**config.mk**
```make
export PLATFORM = sky130hd
export DESIGN_NAME = retire_trace_buffer
export DESIGN_NICKNAME = d
export VERILOG_FILES = /design/src/rtl/trace_pkg.sv /design/src/rtl/trace_fifo.sv /design/src/rtl/retire_trace_buffer.sv
export SDC_FILE = /design/constraint.sdc
export NUM_CORES = 1
export LEC_CHECK = 0
export BUFFER_PORTS_ARGS = -buffer_cell sky130_fd_sc_hd__buf_2
export CAP_MARGIN = 20
export CELL_PAD_IN_SITES_DETAIL_PLACEMENT = 1
export CELL_PAD_IN_SITES_GLOBAL_PLACEMENT = 2
export CORE_MARGIN = 2
export CORE_UTILIZATION = 48
export CTS_BUF_LIST = sky130_fd_sc_hd__clkbuf_8
export DETAILED_ROUTE_END_ITERATION = 6
export PLACE_DENSITY = 0.86
export SETUP_SLACK_MARGIN = 0.5
export SLEW_MARGIN = 20
export SYNTH_ARGS = -nofsm -noshare
export SYNTH_HDL_FRONTEND = slang
export SYNTH_SLANG_ARGS = --single-unit
```
**constraint.sdc**
```tcl
create_clock -name clock -period 5 [get_ports clock]
set_input_delay 1 -clock clock [delete_from_list [all_inputs] [get_ports clock]]
set_output_delay 1 -clock clock [all_outputs]
set_load 0.01 [all_outputs]
```
**src/rtl/trace_pkg.sv**
```systemverilog
// Shared types for the retirement trace capture: FSM and kind encodings,
// entry field widths and the packed trace entry layout.
package trace_pkg;

   localparam int PC_W    = 8;
   localparam int INSTR_W = 8;
   localparam int KIND_W  = 2;
   localparam int DATA_W  = 8;
   localparam int ADDR_W  = 8;
   localparam int ENTRY_W = PC_W + INSTR_W + KIND_W + DATA_W + ADDR_W;

   typedef enum logic [1:0] {
      ST_IDLE  = 2'd0,
      ST_ARMED = 2'd1,
      ST_RUN   = 2'd2,
      ST_DONE  = 2'd3
   } trace_state_e;

   typedef enum logic [1:0] {
      KIND_NONE  = 2'd0,
      KIND_REG   = 2'd1,
      KIND_STORE = 2'd2,
      KIND_BOTH  = 2'd3
   } trace_kind_e;

   typedef struct packed {
      logic [PC_W-1:0]    pc;
      logic [INSTR_W-1:0] instr;
      logic [KIND_W-1:0]  kind;
      logic [DATA_W-1:0]  data;
      logic [ADDR_W-1:0]  addr;
   } trace_entry_t;

   // Stores carry their store data; everything else carries the write-back value.
   function automatic trace_entry_t make_entry(
      input logic [PC_W-1:0]    pc,
      input logic [INSTR_W-1:0] instr,
      input logic               reg_write,
      input logic               mem_write,
      input logic [DATA_W-1:0]  wb_data,
      input logic [DATA_W-1:0]  store_data,
      input logic [ADDR_W-1:0]  alu_out
   );
      trace_entry_t e;
      e.pc    = pc;
      e.instr = instr;
      e.kind  = {mem_write, reg_write};
      e.data  = mem_write ? store_data : wb_data;
      e.addr  = alu_out;
      return e;
   endfunction

endpackage

```
**src/rtl/trace_fifo.sv**
```systemverilog
// First-word-fall-through FIFO holding packed trace entries; the head slot
// is presented combinationally on dout.
module trace_fifo
   import trace_pkg::*;
#(
   parameter int DEPTH = 8
) (
   input  logic                     clock,
   input  logic                     reset,
   input  logic                     push,
   input  logic                     pop,
   input  logic [ENTRY_W-1:0]       din,
   output logic [ENTRY_W-1:0]       dout,
   output logic                     full,
   output logic [$clog2(DEPTH):0]   count
);

   localparam int PTR_W = $clog2(DEPTH);
   localparam logic [PTR_W:0] FULL_CNT = (PTR_W+1)'(DEPTH);

   logic [ENTRY_W-1:0] mem_q [DEPTH];
   logic [PTR_W-1:0]   wr_ptr_q, wr_ptr_d;
   logic [PTR_W-1:0]   rd_ptr_q, rd_ptr_d;
   logic [PTR_W:0]     count_q, count_d;
   logic               do_push, do_pop;

   always_comb begin
      do_pop   = pop && (count_q != '0);
      do_push  = push && ((count_q != FULL_CNT) || do_pop);
      wr_ptr_d = wr_ptr_q;
      rd_ptr_d = rd_ptr_q;
      count_d  = count_q;
      if (do_push) wr_ptr_d = wr_ptr_q + PTR_W'(1);
      if (do_pop)  rd_ptr_d = rd_ptr_q + PTR_W'(1);
      case ({do_push, do_pop})
         2'b10:   count_d = count_q + (PTR_W+1)'(1);
         2'b01:   count_d = count_q - (PTR_W+1)'(1);
         default: count_d = count_q;
      endcase
   end

   always_ff @(posedge clock or negedge reset) begin
      if (!reset) begin
         wr_ptr_q <= '0;
         rd_ptr_q <= '0;
         count_q  <= '0;
      end else begin
         wr_ptr_q <= wr_ptr_d;
         rd_ptr_q <= rd_ptr_d;
         count_q  <= count_d;
      end
   end

   // Storage is not reset; occupancy alone decides what is valid.
   always_ff @(posedge clock) begin
      if (do_push) mem_q[wr_ptr_q] <= din;
   end

   assign dout  = mem_q[rd_ptr_q];
   assign full  = (count_q == FULL_CNT);
   assign count = count_q;

endmodule

```
**src/rtl/retire_trace_buffer.sv**
```systemverilog
// Retirement trace capture: trigger FSM, drop accounting and a FWFT entry
// FIFO drained through a valid/ready port.
//
//   state    | meaning
//   ---------+-----------------------------------------------------------
//   ST_IDLE  | not capturing; waits for arm
//   ST_ARMED | waiting for cpu_pc == trig_pc; that retirement is entry 0
//   ST_RUN   | one push attempt per edge; drops counted when full
//   ST_DONE  | capture stopped on full; arm restarts
module retire_trace_buffer
   import trace_pkg::*;
#(
   parameter int DEPTH = 8
) (
   input  logic                       clock,
   input  logic                       reset,
   input  logic                       arm,
   input  logic                       disarm,
   input  logic [PC_W-1:0]            trig_pc,
   input  logic                       stop_on_full,
   input  logic [PC_W-1:0]            cpu_pc,
   input  logic [INSTR_W-1:0]         cpu_instr,
   input  logic                       cpu_reg_write,
   input  logic                       cpu_mem_write,
   input  logic [DATA_W-1:0]          cpu_wb_data,
   input  logic [DATA_W-1:0]          cpu_store_data,
   input  logic [ADDR_W-1:0]          cpu_alu_out,
   output logic                       out_valid,
   input  logic                       out_ready,
   output logic [PC_W-1:0]            out_pc,
   output logic [INSTR_W-1:0]         out_instr,
   output logic [KIND_W-1:0]          out_kind,
   output logic [DATA_W-1:0]          out_data,
   output logic [ADDR_W-1:0]          out_addr,
   output logic [1:0]                 state,
   output logic [$clog2(DEPTH):0]     count,
   output logic                       overflow,
   output logic [7:0]                 dropped
);

   localparam int CNT_W = $clog2(DEPTH) + 1;
   localparam logic [CNT_W-1:0] LAST_CNT = CNT_W'(DEPTH - 1);

   trace_state_e       state_q, state_d;
   logic               overflow_q, overflow_d;
   logic [7:0]         dropped_q, dropped_d;
   logic               push_req, push_ok, pop_fire, fills, fifo_full;
   logic [CNT_W-1:0]   fifo_count;
   trace_entry_t       entry_in, head;
   logic [ENTRY_W-1:0] fifo_dout;

   assign entry_in = make_entry(cpu_pc, cpu_instr, cpu_reg_write, cpu_mem_write,
                                cpu_wb_data, cpu_store_data, cpu_alu_out);

   assign pop_fire = out_valid && out_ready;
   assign push_req = !disarm &&
                     (((state_q == ST_ARMED) && (cpu_pc == trig_pc)) || (state_q == ST_RUN));
   assign push_ok  = push_req && (!fifo_full || pop_fire);
   // Only a net +1 from DEPTH-1 reaches full; push+pop at full does not.
   assign fills    = push_ok && !pop_fire && (fifo_count == LAST_CNT);

   always_comb begin
      state_d    = state_q;
      overflow_d = overflow_q;
      dropped_d  = dropped_q;
      if (disarm) begin
         state_d = ST_IDLE;
      end else begin
         case (state_q)
            ST_IDLE, ST_DONE: begin
               if (arm) begin
                  state_d    = ST_ARMED;
                  overflow_d = 1'b0;
                  dropped_d  = '0;
               end
            end
            ST_ARMED, ST_RUN: begin
               if (push_req) begin
                  state_d = ST_RUN;
                  if (!push_ok) begin
                     if (stop_on_full) begin
                        state_d = ST_DONE;
                     end else begin
                        overflow_d = 1'b1;
                        if (dropped_q != 8'hFF) dropped_d = dropped_q + 8'd1;
                     end
                  end else if (fills && stop_on_full) begin
                     state_d = ST_DONE;
                  end
               end
            end
            default: state_d = ST_IDLE;
         endcase
      end
   end

   always_ff @(posedge clock or negedge reset) begin
      if (!reset) begin
         state_q    <= ST_IDLE;
         overflow_q <= 1'b0;
         dropped_q  <= '0;
      end else begin
         state_q    <= state_d;
         overflow_q <= overflow_d;
         dropped_q  <= dropped_d;
      end
   end

   trace_fifo #(.DEPTH(DEPTH)) u_fifo (
      .clock (clock),
      .reset (reset),
      .push  (push_ok),
      .pop   (pop_fire),
      .din   (entry_in),
      .dout  (fifo_dout),
      .full  (fifo_full),
      .count (fifo_count)
   );

   assign head      = trace_entry_t'(fifo_dout);
   assign out_valid = (fifo_count != '0);
   assign out_pc    = head.pc;
   assign out_instr = head.instr;
   assign out_kind  = head.kind;
   assign out_data  = head.data;
   assign out_addr  = head.addr;
   assign state     = state_q;
   assign count     = fifo_count;
   assign overflow  = overflow_q;
   assign dropped   = dropped_q;

endmodule

```
Yosys cells after proc, flatten, opt, wreduce, memory -nomap -nowiden
Memories as Yosys holds them, arrays and structs flattened.
Index checks and enable logic that the tools add are counted.
- memory bits (writable): 272
- output and inout port bits: 50
- input port bits: 56
- flip-flop bits (word level): 21
- memories: 1
- word-level logic and storage cells: 75
- memories (name ; depth ; width ; rd ports ; clocked after memory_dff ; write ports ; RTL line ; RTL):
    u_fifo.mem_q ; 8 ; 34 ; 1 ; 0 ; 1 ; trace_fifo.sv:21 ; logic [ENTRY_W-1:0] mem_q [DEPTH];
- add/subtract/negate cells: 5
- bitwise gates (word level): 1
- multiplexer cells: 22
- reductions and logical operators: 23
- eq/ne operators: 17
- operator list (kind ; number):
    two-way mux 8 bit ; 6
    one-hot mux 8 bit (2 select lines) ; 1
    inequality test 2 bit (second input constant) ; 5
    logical AND 1 bit ; 9
    adder 8 x 1 -> 8 bit (second input constant) ; 1
    == test 8 bit ; 1
    two-way mux 1 bit ; 8
    two-way mux 2 bit ; 4
    inequality test 8 bit (second input constant) ; 1
    one-hot mux 4 bit (2 select lines) ; 1
    adder 3 x 1 -> 3 bit (second input constant) ; 2
    == test 2 bit (second input constant) ; 3
    inequality test 3 bit (second input constant) ; 2
    AND reduction 6 bit ; 1
    AND reduction 5 bit ; 1
    adder 4 x 1 -> 4 bit (second input constant) ; 1
    == test 2 x 1 -> 1 bit (second input constant) ; 2
    == test 4 x 3 -> 1 bit (second input constant) ; 1
    == test 4 bit (second input constant) ; 1
    inequality test 4 bit (second input constant) ; 1
    one-hot mux 2 bit (2 select lines) ; 1
    nonzero test 4 bit ; 1
    OR reduction 2 bit ; 2
    subtractor 4 x 1 -> 4 bit (second input constant) ; 1
    other kinds (7) ; 11

Logic depth before layout (Yosys ltp)
Gate-level depths: netlist of the first run.
- depth after elaboration: 13
- gate-level depth with buffers: 13
- gate-level depth less buffers: 12

Cells and area by module
From an unflattened synthesis of the first run, not the netlist that was laid out.
- cells, all modules: 548
- area total of the unflattened synthesis: 11736.3 µm²
- by module, submodules not included (module ; times used ; sequential area each (µm²) ; cells an instance ; area each (µm²)):
    trace_fifo ; 1 ; 8418.1 ; 451 ; 10827.9
    retire_trace_buffer ; 1 ; 275.3 ; 97 ; 908.4

Worst setup path after synthesis of the first run
OpenSTA, ideal clock, no wires.
- path kind: input-to-reg
- start: input port trig_pc[7]
- end: memory u_fifo.mem_q[1][0] (netlist bit) (enable)
- setup slack: 237 ps
- cell stages on the path: 6
- path buffers: 1
- library setup time: 467 ps
- data arrival time: 4295 ps
- required time: 4533 ps
- cell sequence: xor2_1 > nor3_1 > a31o_2 > clkbuf_1 > nand3_1 > nor3_1
- cells in the longest elaborated chain, start to end: 8
- RTL lines (element ; RTL line ; RTL):
    start: declaration ; retire_trace_buffer.sv:19 ; input logic [PC_W-1:0] trig_pc,
    == test 8 bit ; retire_trace_buffer.sv:57 ; (((state_q == ST_ARMED) && (cpu_pc == trig_pc)) || (state_q == ST_RUN));
    logical AND 1 bit ; retire_trace_buffer.sv:57 ;
    logical OR 1 bit ; retire_trace_buffer.sv:57 ;
    logical AND 1 bit ; retire_trace_buffer.sv:56 ; assign push_req = !disarm &&
    logical AND 1 bit ; retire_trace_buffer.sv:58 ; assign push_ok = push_req && (!fifo_full || pop_fire);
    logical AND 1 bit ; trace_fifo.sv:29 ; do_push = push && ((count_q != FULL_CNT) || do_pop);
    two-way mux 1 bit ; trace_fifo.sv:56 ; if (do_push) mem_q[wr_ptr_q] <= din;
    two-way mux 1 bit (implied by the code) ; trace_fifo.sv:56 ;
    end: declaration ; trace_fifo.sv:21 ;
Every way passes these cells.

Worst setup path after layout of the first run
- start: register u_fifo.rd_ptr_q[0]
- end: output port out_addr[1]
- cells in the longest elaborated chain, start to end: 1
- RTL lines (element ; RTL line ; RTL):
    start: declaration ; trace_fifo.sv:23 ; logic [PTR_W-1:0] rd_ptr_q, rd_ptr_d;
    start signal: assignment ; trace_fifo.sv:49 ; rd_ptr_q <= rd_ptr_d;
    memory read (8 x 34 bit) ; n/a ;
    end: declaration ; retire_trace_buffer.sv:34 ; output logic [ADDR_W-1:0] out_addr,
Every way passes these cells.

==> summary.md, run 1 <==
| Metric | Value |
|---|---|
| Status | finished, final reports clean |
| Slew Limit Fails | 0 |
| Nets@finish | around 750 |
| Core ar. | 0.0236 mm² |
| Die area | 0.0255 mm² |
| Clock share of power | 28.6% |
| Clock sink count | 293 |
| Buffers on Ports | 105 |
| Total setup buffers inserted after CTS | 0 |
| Routed len/inst | 23.5 µm |
| Switching Fraction | 28.2% |
| Worst Setup EP | out_addr[1] |
| Clock latency on the worst-skew pair | between 0.5 and 0.6 ns |
| Cells after Synth | between 500 and 600 |
| Post-route cell area | ~0.013 mm² |
| Drt first pass iters | 5 |
| Post-DRT Antenna Nets | 0 |
| Die height | 160 µm |
| R2R depth | 7 |
| Post-Synthesis Cell Area | about 0.012 mm² |
| CTS tree | done |
| Worst hold slack | about 0.44 ns |
| Syn_area_per_cell | 21.2 µm² |
| Slew @ Worst Pin | around 1.0 ns |
| Fin Setup TNS | 0 ns |
| Nature of the critical path startpoint | register |
| IO Pins | 106 |
| Cell Pwr Density | 475 mW/mm² |
| Origin of the worst setup path | u_fifo.rd_ptr_q[0] |
| Tot GR Track Use | 19.8% |
| Resize count post-CTS | 0 |
| Largest net degree at the start of global routing | 71 |
| Final Skew | 0.00980 ns |
| Starting DRT DRC Count | roughly 370 |
| Internal | 4600 µW |
| Drt total wl | about 25,000 µm |
| Post-synthesis async set-or-reset flop share | 7.17% |
| Ys flop type | edfxtp_1 |
| Worst slew margin | between 30% and 40% |
| Die X | ~160 µm |
| Clk root buf | clkbuf_8 |
| Minimum clock period | 3.98 ns |
| Area growth syn-to-layout | 15.9% |
| CTS H-tree depth | 2 |
| CP Data Arrival Time | between 2 and 3 ns |
| R2r endpoint | u_fifo.mem_q[6][25] |
| Sequential power share | 47.5% |
| DR DRC count | 0 |
| Max-Cap Viols | 0 |
| Worst Setup Path Type | reg2out |
| Number of hold buffers added after cts | 0 |
| Global-route wire length before repair | roughly 39,000 µm |
| Final global-route overflow total | 0 |
| DR vias/cell | 5.52 |
| Worst R2R Setup Slack | 2.04 ns |
| Commonest non-fill, non-tap cells in the layout | 272 x edfxtp_1, 105 x buf_2, 68 x mux4_2 |
| Leak Pwr | ~0.0046 µW |
| ANT cells | 0 |
| EDFF count, synth | 272 |
| Crit path capture type | primary output |
| Comb pwr share | 24.0% |
| Worst-case clock buffer depth | 3 |
| Yosys reg bits | 293 |
| Via count | slightly below 6,000 |
| Commonest non-fill, non-tap cell in the layout | edfxtp_1 |
| Area post-placement | approximately 0.013 mm² |
| Distinct cell type count after synthesis | 43 |
| Critical Path RT | roughly 4.0 ns |
| Vias in the first global route | roughly 6,700 |
| Final weighted congestion in routability-driven placement | 0.795 |
| Period utilization | 79.6% |
| Fmax | 251 MHz |
| Initial antenna violation count | 0 |
| Row Count | 56 |
| Largest fanout on the critical path | 33 |
| Clock-pin slew on the worst setup and hold paths | 0.06 ns |
| CTS buffer count | 46 |
| FF-to-FF Start | state[1] |
| HPWL after detailed placement | around 15,000 µm |
| Register area share after synthesis | 74.8% |
| # setup viols final | 0 |
| Unrepaired setup endpoints after global routing | no |
| Worst min-delay path class | in2async |
| YS warnings | 0 |
| Layout cell share with drive strength beyond 1 | 41.7% |
| Final hold violations | 0 |
| Initial cell density of the core | 49.2% |
| Syn Nets | 613 |
| VDD IR-drop max | 0.336 mV |
| Switching power | 1810 µW |
how the worst min path moves through the flow:
stage                         endpoint  cells after the start
global placement              overflow                      1
floorplan           u_fifo.wr_ptr_q[0]                      1
CTS                         dropped[6]                      1
finish                      dropped[4]                      1
global route           u_fifo.count[0]                      1
detailed placement            overflow                      1
layout make-up:
cell class	count	area, µm²
clock buffers	49	674
clock inverters	36	168
fillers	2113	10100
inverters	10	37.5
multi-input cells	222	2870
flip-flops and latches	293	8700
well taps	319	399
repair buffers	117	628
state kept, by name, summed over array words and instances (netlist names):
| signal | cells |
|---|---|
| u_fifo.mem_q | 272 |
| dropped | 8 |
| u_fifo.count | 4 |
| u_fifo.rd_ptr_q | 3 |
| u_fifo.wr_ptr_q | 3 |
| state | 2 |
| overflow | 1 |
Yosys cell counts, types with 2 or more instances:
| master | count | area share, % |
|---|---|---|
| nor2_1 | 15 | 0.48 |
| o21ai_0 | 3 | 0.13 |
| o2bb2ai_1 | 2 | 0.15 |
| clkbuf_1 | 17 | 0.55 |
| nand3_1 | 4 | 0.17 |
| dfrtp_1 | 21 | 4.5 |
| mux2_2 | 45 | 4.4 |
| a31oi_1 | 4 | 0.22 |
| nor3_1 | 7 | 0.30 |
| edfxtp_1 | 272 | 70 |
| xnor2_1 | 8 | 0.60 |
| nand3b_1 | 2 | 0.13 |
| mux4_2 | 68 | 13 |
| a21oi_1 | 4 | 0.17 |
| inv_1 | 10 | 0.32 |
| ha_1 | 8 | 0.86 |
| buf_1 | 6 | 0.19 |
| a2111oi_0 | 2 | 0.15 |
| nand4_1 | 3 | 0.16 |
| xor2_1 | 9 | 0.68 |
| o31ai_1 | 4 | 0.26 |
| nand2b_1 | 3 | 0.16 |
| a2bb2oi_1 | 4 | 0.30 |
| nand2_1 | 9 | 0.29 |
critical path, cell delays in order, from the launching register on:
cell and delay (ns):
dfrtp_4 0.86, buf_4 0.53, mux4_2 0.56, mux2_2 0.31, buf_2 0.15
power by group through the flow:
stage               clock network [µW]  logic [µW]  registers [µW]
floorplan                            0        1280            2820
global placement                     0        1510            3090
detailed placement                   0        1560            3110
CTS                               1880        1570            3050
global route                      1980        1660            3070
finish                            1830        1540            3040
kinds of logic (layout without fill, tap and decap cells):
logic type                 count (synthesis)  after routing  share of synthesized area, %
and+or+nand+nor                           52             52                          2.36
xor gates and xnor gates                  17             17                          1.28
AOI/OAI and AO/OA                         32             32                          2.10
buffers and inverters                     34            212                          1.11
adders and majority gates                  8              8                         0.861
DFF                                      293            293                          74.8
muxes                                    113            113                          17.5
routing by layer:
layer | part of all wire [%] | vias up | track usage (%)
li1 | - | 2563 | -
met1 | 41 | 3013 | 26.2
met2 | 52 | 165 | 33.9
met3 | 5.3 | 35 | 3.77
met4 | 1.2 | 0 | 5.62
met5 | 0 | - | 0
stage by stage:
stage               total power (µW)  util (%)  worst slack (ns)  instances
floorplan                       4100         -              1.14        549
global placement                4600      53.5              1.24        961
detailed placement              4670      53.5              1.09        961
CTS                             6510      57.1             0.894       1046
global route                    6710      57.1             0.794       1046
finish                          6410      57.1              1.02       1046
Power figures use the tool's default switching activity.
==> run 2: changes to the inputs <==
- CORE_UTILIZATION: 48 -> 43
- PLACE_DENSITY: 0.86 -> 0.82
- clock period: 5 -> 3.5 ns (I/O delays scaled with it)
==> run 2 against run 1 <==
Compared with the run above:
- sequential share of layout area shrank 3.2 points
- final cell count grew 4.3%
- critical endpoint is now out_data[6]
- die area grew 11%
==> summary.md, run 2 (same netlist as run 1, synthesis figures left out) <==
| Metric | Value |
|---|---|
| Status | finished, final reports clean |
| Slew Limit Fails | 0 |
| Sequential power share | 40.0% |
| Global-route wire length before repair | ~40,000 µm |
| Via count | 5,995 |
| Clock-pin slew on the worst setup and hold paths | about 0.060 ns |
| Nets@finish | 782 |
| CTS H-tree depth | 2 |
| Initial cell density of the core | 43.5% |
| Slew @ Worst Pin | between 0.5 and 0.6 ns |
| Worst Setup Path Type | reg2out |
| Biggest register | u_fifo.mem_q |
| Clock latency on the worst-skew pair | 0.56 ns |
| # setup viols final | 0 |
| Pwr Total | 10,000 µW |
| Final hold violations | 0 |
| Worst hold slack | roughly 0.12 ns |
| DR vias/cell | 5.49 |
| Switching Fraction | between 20% and 30% |
| Final Skew | 0.0279 ns |
| Total area of multi-input combinational cells | around 0.0029 mm² |
| Buffers on Ports | 105 |
| Max-Cap Viols | 0 |
| Cell Pwr Density | 708 mW/mm² |
| Period utilization | a little under nine tenths |
| Comb pwr share | 34.7% |
| Die X | approximately 170 µm |
| Tot GR Track Use | approximately 19% |
| Clock share of power | 25.2% |
| Row Count | 60 |
| CTS buffer count | 46 |
| Crit path capture type | primary output |
| Minimum clock period | around 3 ns |
| CTS tree | done |
| Layout cell share with drive strength beyond 1 | 44.3% |
| Max reg flops | 272 |
| Largest fanout on the critical path | 5 |
| Fmax | 335 MHz |
| Leak Pwr | a little under 0.005 µW |
| Commonest non-fill, non-tap cell in the layout | edfxtp_1 |
| Final weighted congestion in routability-driven placement | 0.761 |
| Starting DRT DRC Count | 334 |
| Switching power | 2830 µW |
| Area growth syn-to-layout | 21.9% |
| Worst-case clock buffer depth | 3 |
| Fillers | 2,435 |
| Vias in the first global route | ~6,700 |
| Initial antenna violation count | 1 |
| Sequential standard cell area | 0.00870 mm² |
| VDD IR-drop max | 0.318 mV |
| IO Pins | 106 |
| Drt total wl | 26,100 µm |
| Post-route cell area | 0.0142 mm² |
| Internal | roughly 7200 µW |
| DR DRC count | 0 |
| Final global-route overflow total | 0 |
| Drt first pass iters | 4 |
| Area post-placement | 0.0128 mm² |
| Commonest non-fill, non-tap cells in the layout | 272 x edfxtp_1, 84 x buf_2, 68 x mux4_2 |
| Unrepaired setup endpoints after global routing | yes |
| CP Data Arrival Time | 2.29 ns |
| Core ar. | 0.0267 mm² |
| Largest net degree at the start of global routing | 39 |
| HPWL after detailed placement | between 15,000 and 20,000 µm |
| Routed len/inst | 23.9 µm |
| Nature of the critical path startpoint | register |
| Critical Path RT | approximately 2.8 ns |
| Die height | 168 µm |
| Worst min-delay path class | in2async |
| Clk root buf | clkbuf_8 |
| Fin Setup TNS | 0 ns |
| Post-DRT Antenna Nets | 0 |
| Worst slew margin | around 64% |
| Clock sink count | 293 |
| Number of hold buffers added after cts | 0 |
| Die area | between 0.02 and 0.03 mm² |
run 2: through the flow:
stage / util (%) / setup slack [ns] / cells
after floorplan: - / 0.506 / 549
after global placement: 48.0 / 0.254 / 993
after detailed placement: 48.0 / 0.135 / 993
after CTS: 51.4 / 0.439 / 1079
after global routing: 53.0 / 0.447 / 1090
final: 53.0 / 0.514 / 1091
run 2: worst paths after layout:
check / cells past startpoint / startpoint / endpoint / slack [ns]
worst max-delay path: 6 / u_fifo.rd_ptr_q[0] / out_data[6] / 0.51
worst min-delay path: 1 / reset / dropped[7] / 0.12
worst max register to register: 10 / u_fifo.count[1] / u_fifo.count[2] / 0.67
worst min register to register: 1 / overflow / overflow / 0.49
max in group asynchronous: 1 / reset / u_fifo.rd_ptr_q[1] / 2.98
min in group clock: 1 / cpu_instr[7] / u_fifo.mem_q[5][25] / 0.43
run 2: area by class of cell:
type	count	area share (%)
Tap cell	341	3.01
Clock inverter	31	1.02
Inverter	10	0.265
Clock buffer	48	4.66
Multi-Input combinational cell	222	20.8
Sequential cell	293	61.4
Timing Repair Buffer	145	8.84
Antenna cell	1	0.0177
run 2: power groups by stage:
stage | clock (µW) | combinational, µW | sequential, µW
after global placement | 0 | 2470 | 4220
after CTS | 2610 | 2830 | 4020
after detailed placement | 0 | 2530 | 4230
after floorplan | 0 | 1830 | 4030
final | 2530 | 3490 | 4020
after global routing | 2760 | 3730 | 4020
run 2: repair_timing:
item,CTS,global route
setup buffers,7,5
gates cloned,0,6
resized for setup,4,52
pin swaps,0,0
endpoints found under the setup margin,34,33
run 2: worst max-delay path, stage by stage, from the launching register on:
cell and delay [ns]:
dfrtp_4 0.50, buf_6 0.13, buf_6 0.12, clkbuf_16 0.15, mux4_2 0.43, mux2_4 0.30
buf_6 0.12
run 2: routing by layer:
layer / up-vias / routed length, µm / GRT usage [%]
li1: 2624 / - / -
met1: 3152 / 11200 / 25.1
met2: 189 / 13200 / 31.4
met3: 30 / 1380 / 3.60
met4: 0 / 331 / 4.01
met5: - / 0 / 0
==> run 3: changes to the inputs <==
- REMOVE_ABC_BUFFERS: not set -> 1
==> run 3 against run 2 <==
Compared with the run above:
- sequential share of layout area up 0.90 points
- global-route usage decreased by 0.56 points
- final area decreased by 1.4%
- first-iteration DRC count increased by 18%
- register-to-register slack improved by 0.06 ns
- clock power hardly changed
- setup slack better by 0.013 ns
- total power decreased by 3.9%
- critical endpoint is now out_instr[1]
- largest cell class unchanged
==> summary.md, run 3 (same netlist as run 1, synthesis figures left out) <==
| Metric | Value |
|---|---|
| Number of hold buffers added after cts | 0 |
| CTS tree | done |
| Crit-path slowest cell | mux4_2 |
| Largest fanout on the critical path | 10 |
| Routed len/inst | between 20 and 25 µm |
| Slew Limit Fails | 0 |
| Area growth syn-to-layout | 20.2% |
| Layout cell share with drive strength beyond 1 | approximately 44% |
| Starting DRT DRC Count | 394 |
| Met3 WL | between 1000 and 1500 µm |
| Largest net degree at the start of global routing | 35 |
| CP Data Arrival Time | 2.27 ns |
| Origin of the worst setup path | u_fifo.rd_ptr_q[0] |
| Biggest register | u_fifo.mem_q |
| Drt total wl | around 26,000 µm |
| Crit path capture type | primary output |
| CTS H-tree depth | 2 |
| DR WL met2 | 12,900 µm |
| Clock-pin slew on the worst setup and hold paths | roughly 0.06 ns |
| Worst hold slack | 0.142 ns |
| Max-Cap Viols | 0 |
| Buffers on Ports | roughly 110 |
| Initial antenna violation count | 3 |
| FF-to-FF Start | u_fifo.count[1] |
| Die X | 168 µm |
| Core ar. | 0.0267 mm² |
| Die height | 168 µm |
| Nature of the critical path startpoint | register |
| DR vias/cell | between 5 and 6 |
| Max layer used | met5 |
| Unrepaired setup endpoints after global routing | yes |
| CP cell instances | buf_12 -> buf_12 -> mux4_2 -> mux2_2 -> buf_2 |
| Worst Setup Path Type | reg2out |
| CP most frequent cell | buf_12 |
| Final weighted congestion in routability-driven placement | 0.749 |
| Final Skew | 0.0184 ns |
| Nets@finish | 779 |
| Critical Path RT | about 2.8 ns |
| Drt first pass iters | 4 |
| Clock sink count | just under 300 |
| Cell Pwr Density | 690 mW/mm² |
| Commonest non-fill, non-tap cell in the layout | edfxtp_1 |
| Via count | 5,957 |
| Row Count | 60 |
| Worst slew margin | 61.8% |
| DR DRC count | 0 |
| IO Pins | 106 |
| Status | finished, final reports clean |
| Post-DRT Antenna Nets | 0 |
| Max reg flops | roughly 270 |
| Global-route wire length before repair | 38,500 µm |
| Leak Pwr | approximately 0.0049 µW |
| Final global-route overflow total | 0 |
| Clk root buf | clkbuf_8 |
| Clock latency on the worst-skew pair | 0.55 ns |
| Die area | 0.0284 mm² |
| # setup viols final | 0 |
| Vias in the first global route | 6,562 |
| Critical Path Max Stage Delay | about 0.50 ns |
| Slew @ Worst Pin | 0.568 ns |
| VDD IR-drop max | between 0.3 and 0.4 mV |
| CTS buffer count | 48 |
| Initial cell density of the core | 43.5% |
| Fmax | 336 MHz |
| Final hold violations | 0 |
| HPWL after detailed placement | 15,500 µm |
| Worst min-delay path class | in2async |
| Period utilization | ~85% |
| Minimum clock period | 2.97 ns |
| Metal-1 WL | 10,900 µm |
| Util after Layout | 52.3% |
| Tot GR Track Use | between 10% and 20% |
| Commonest non-fill, non-tap cells in the layout | 272 x edfxtp_1, 100 x buf_2, 68 x mux4_2 |
| Fillers | between 2,000 and 2,500 |
| Worst-case clock buffer depth | 3 |
-- run 3: cell types whose count changed in the layout (fill, tap and decap cells not counted), sizes merged --
cell	delta
diode	+1
buf	-5
clkinv	-3
inv	+8
-- run 3: critical path: cells and delay by family, from the launching register on --
family / cells / cell delay, ns
muxes: 2 / 0.81
buffers and inverters: 3 / 0.47
DFF: 1 / 0.44
-- run 3: worst paths after layout --
kind                                       to  slack, ns  depth (start not counted)
max                              out_instr[1]       0.53                          5
min                                dropped[3]       0.14                          1
max reg2reg                   u_fifo.count[2]       0.73                         10
min reg2reg                          overflow       0.50                          1
max in group asynchronous  u_fifo.rd_ptr_q[2]       2.94                          1
min in group clock         u_fifo.mem_q[7][7]       0.43                          1
-- run 3: layer usage --
metal,track usage (%),up-vias
met1,23.6,3113
met4,5.70,2
met5,0,-
li1,-,2625
met3,3.71,51
met2,30.3,166
-- run 3: layout make-up --
type                            count  area, µm²  share of cell area (%)
Antenna cell                        2       5.00                  0.0358
Clock inverter                     36        150                    1.07
Sequential cell                   293       8700                    62.3
Multi-Input combinational cell    222       2890                    20.7
Timing Repair Buffer              140       1100                    7.87
Clock buffer                       48        661                    4.73
Tap cell                          341        427                    3.05
Inverter                           10       37.5                   0.269
-- run 3: power by group --
group	switching, µW	internal [µW]
combinational	1300	1730
sequential	184	3900
clock	1260	1270
total	2740	6900
-- run 3: through the flow --
| stage | setup TNS, ns | std cells | instance area [µm²] | worst slack (ns) | total power (µW) |
|---|---|---|---|---|---|
| after floorplan | -84.15 | 525 | 11500 | -0.897 | 5900 |
| after global placement | 0 | 993 | 12800 | 0.132 | 6640 |
| final | 0 | 1092 | 14000 | 0.527 | 9640 |
| after CTS | 0 | 1079 | 13700 | 0.473 | 9380 |
| after global routing | 0 | 1091 | 14000 | 0.455 | 10100 |
| after detailed placement | 0 | 993 | 12800 | 0.0835 | 6700 |
-- run 3: what timing repair did --
| action | CTS | global route |
|---|---|---|
| setup endpoints to repair | 34 | 30 |
| cloned | 0 | 7 |
| buffers inserted | 2 | 4 |
| resized for setup | 9 | 16 |
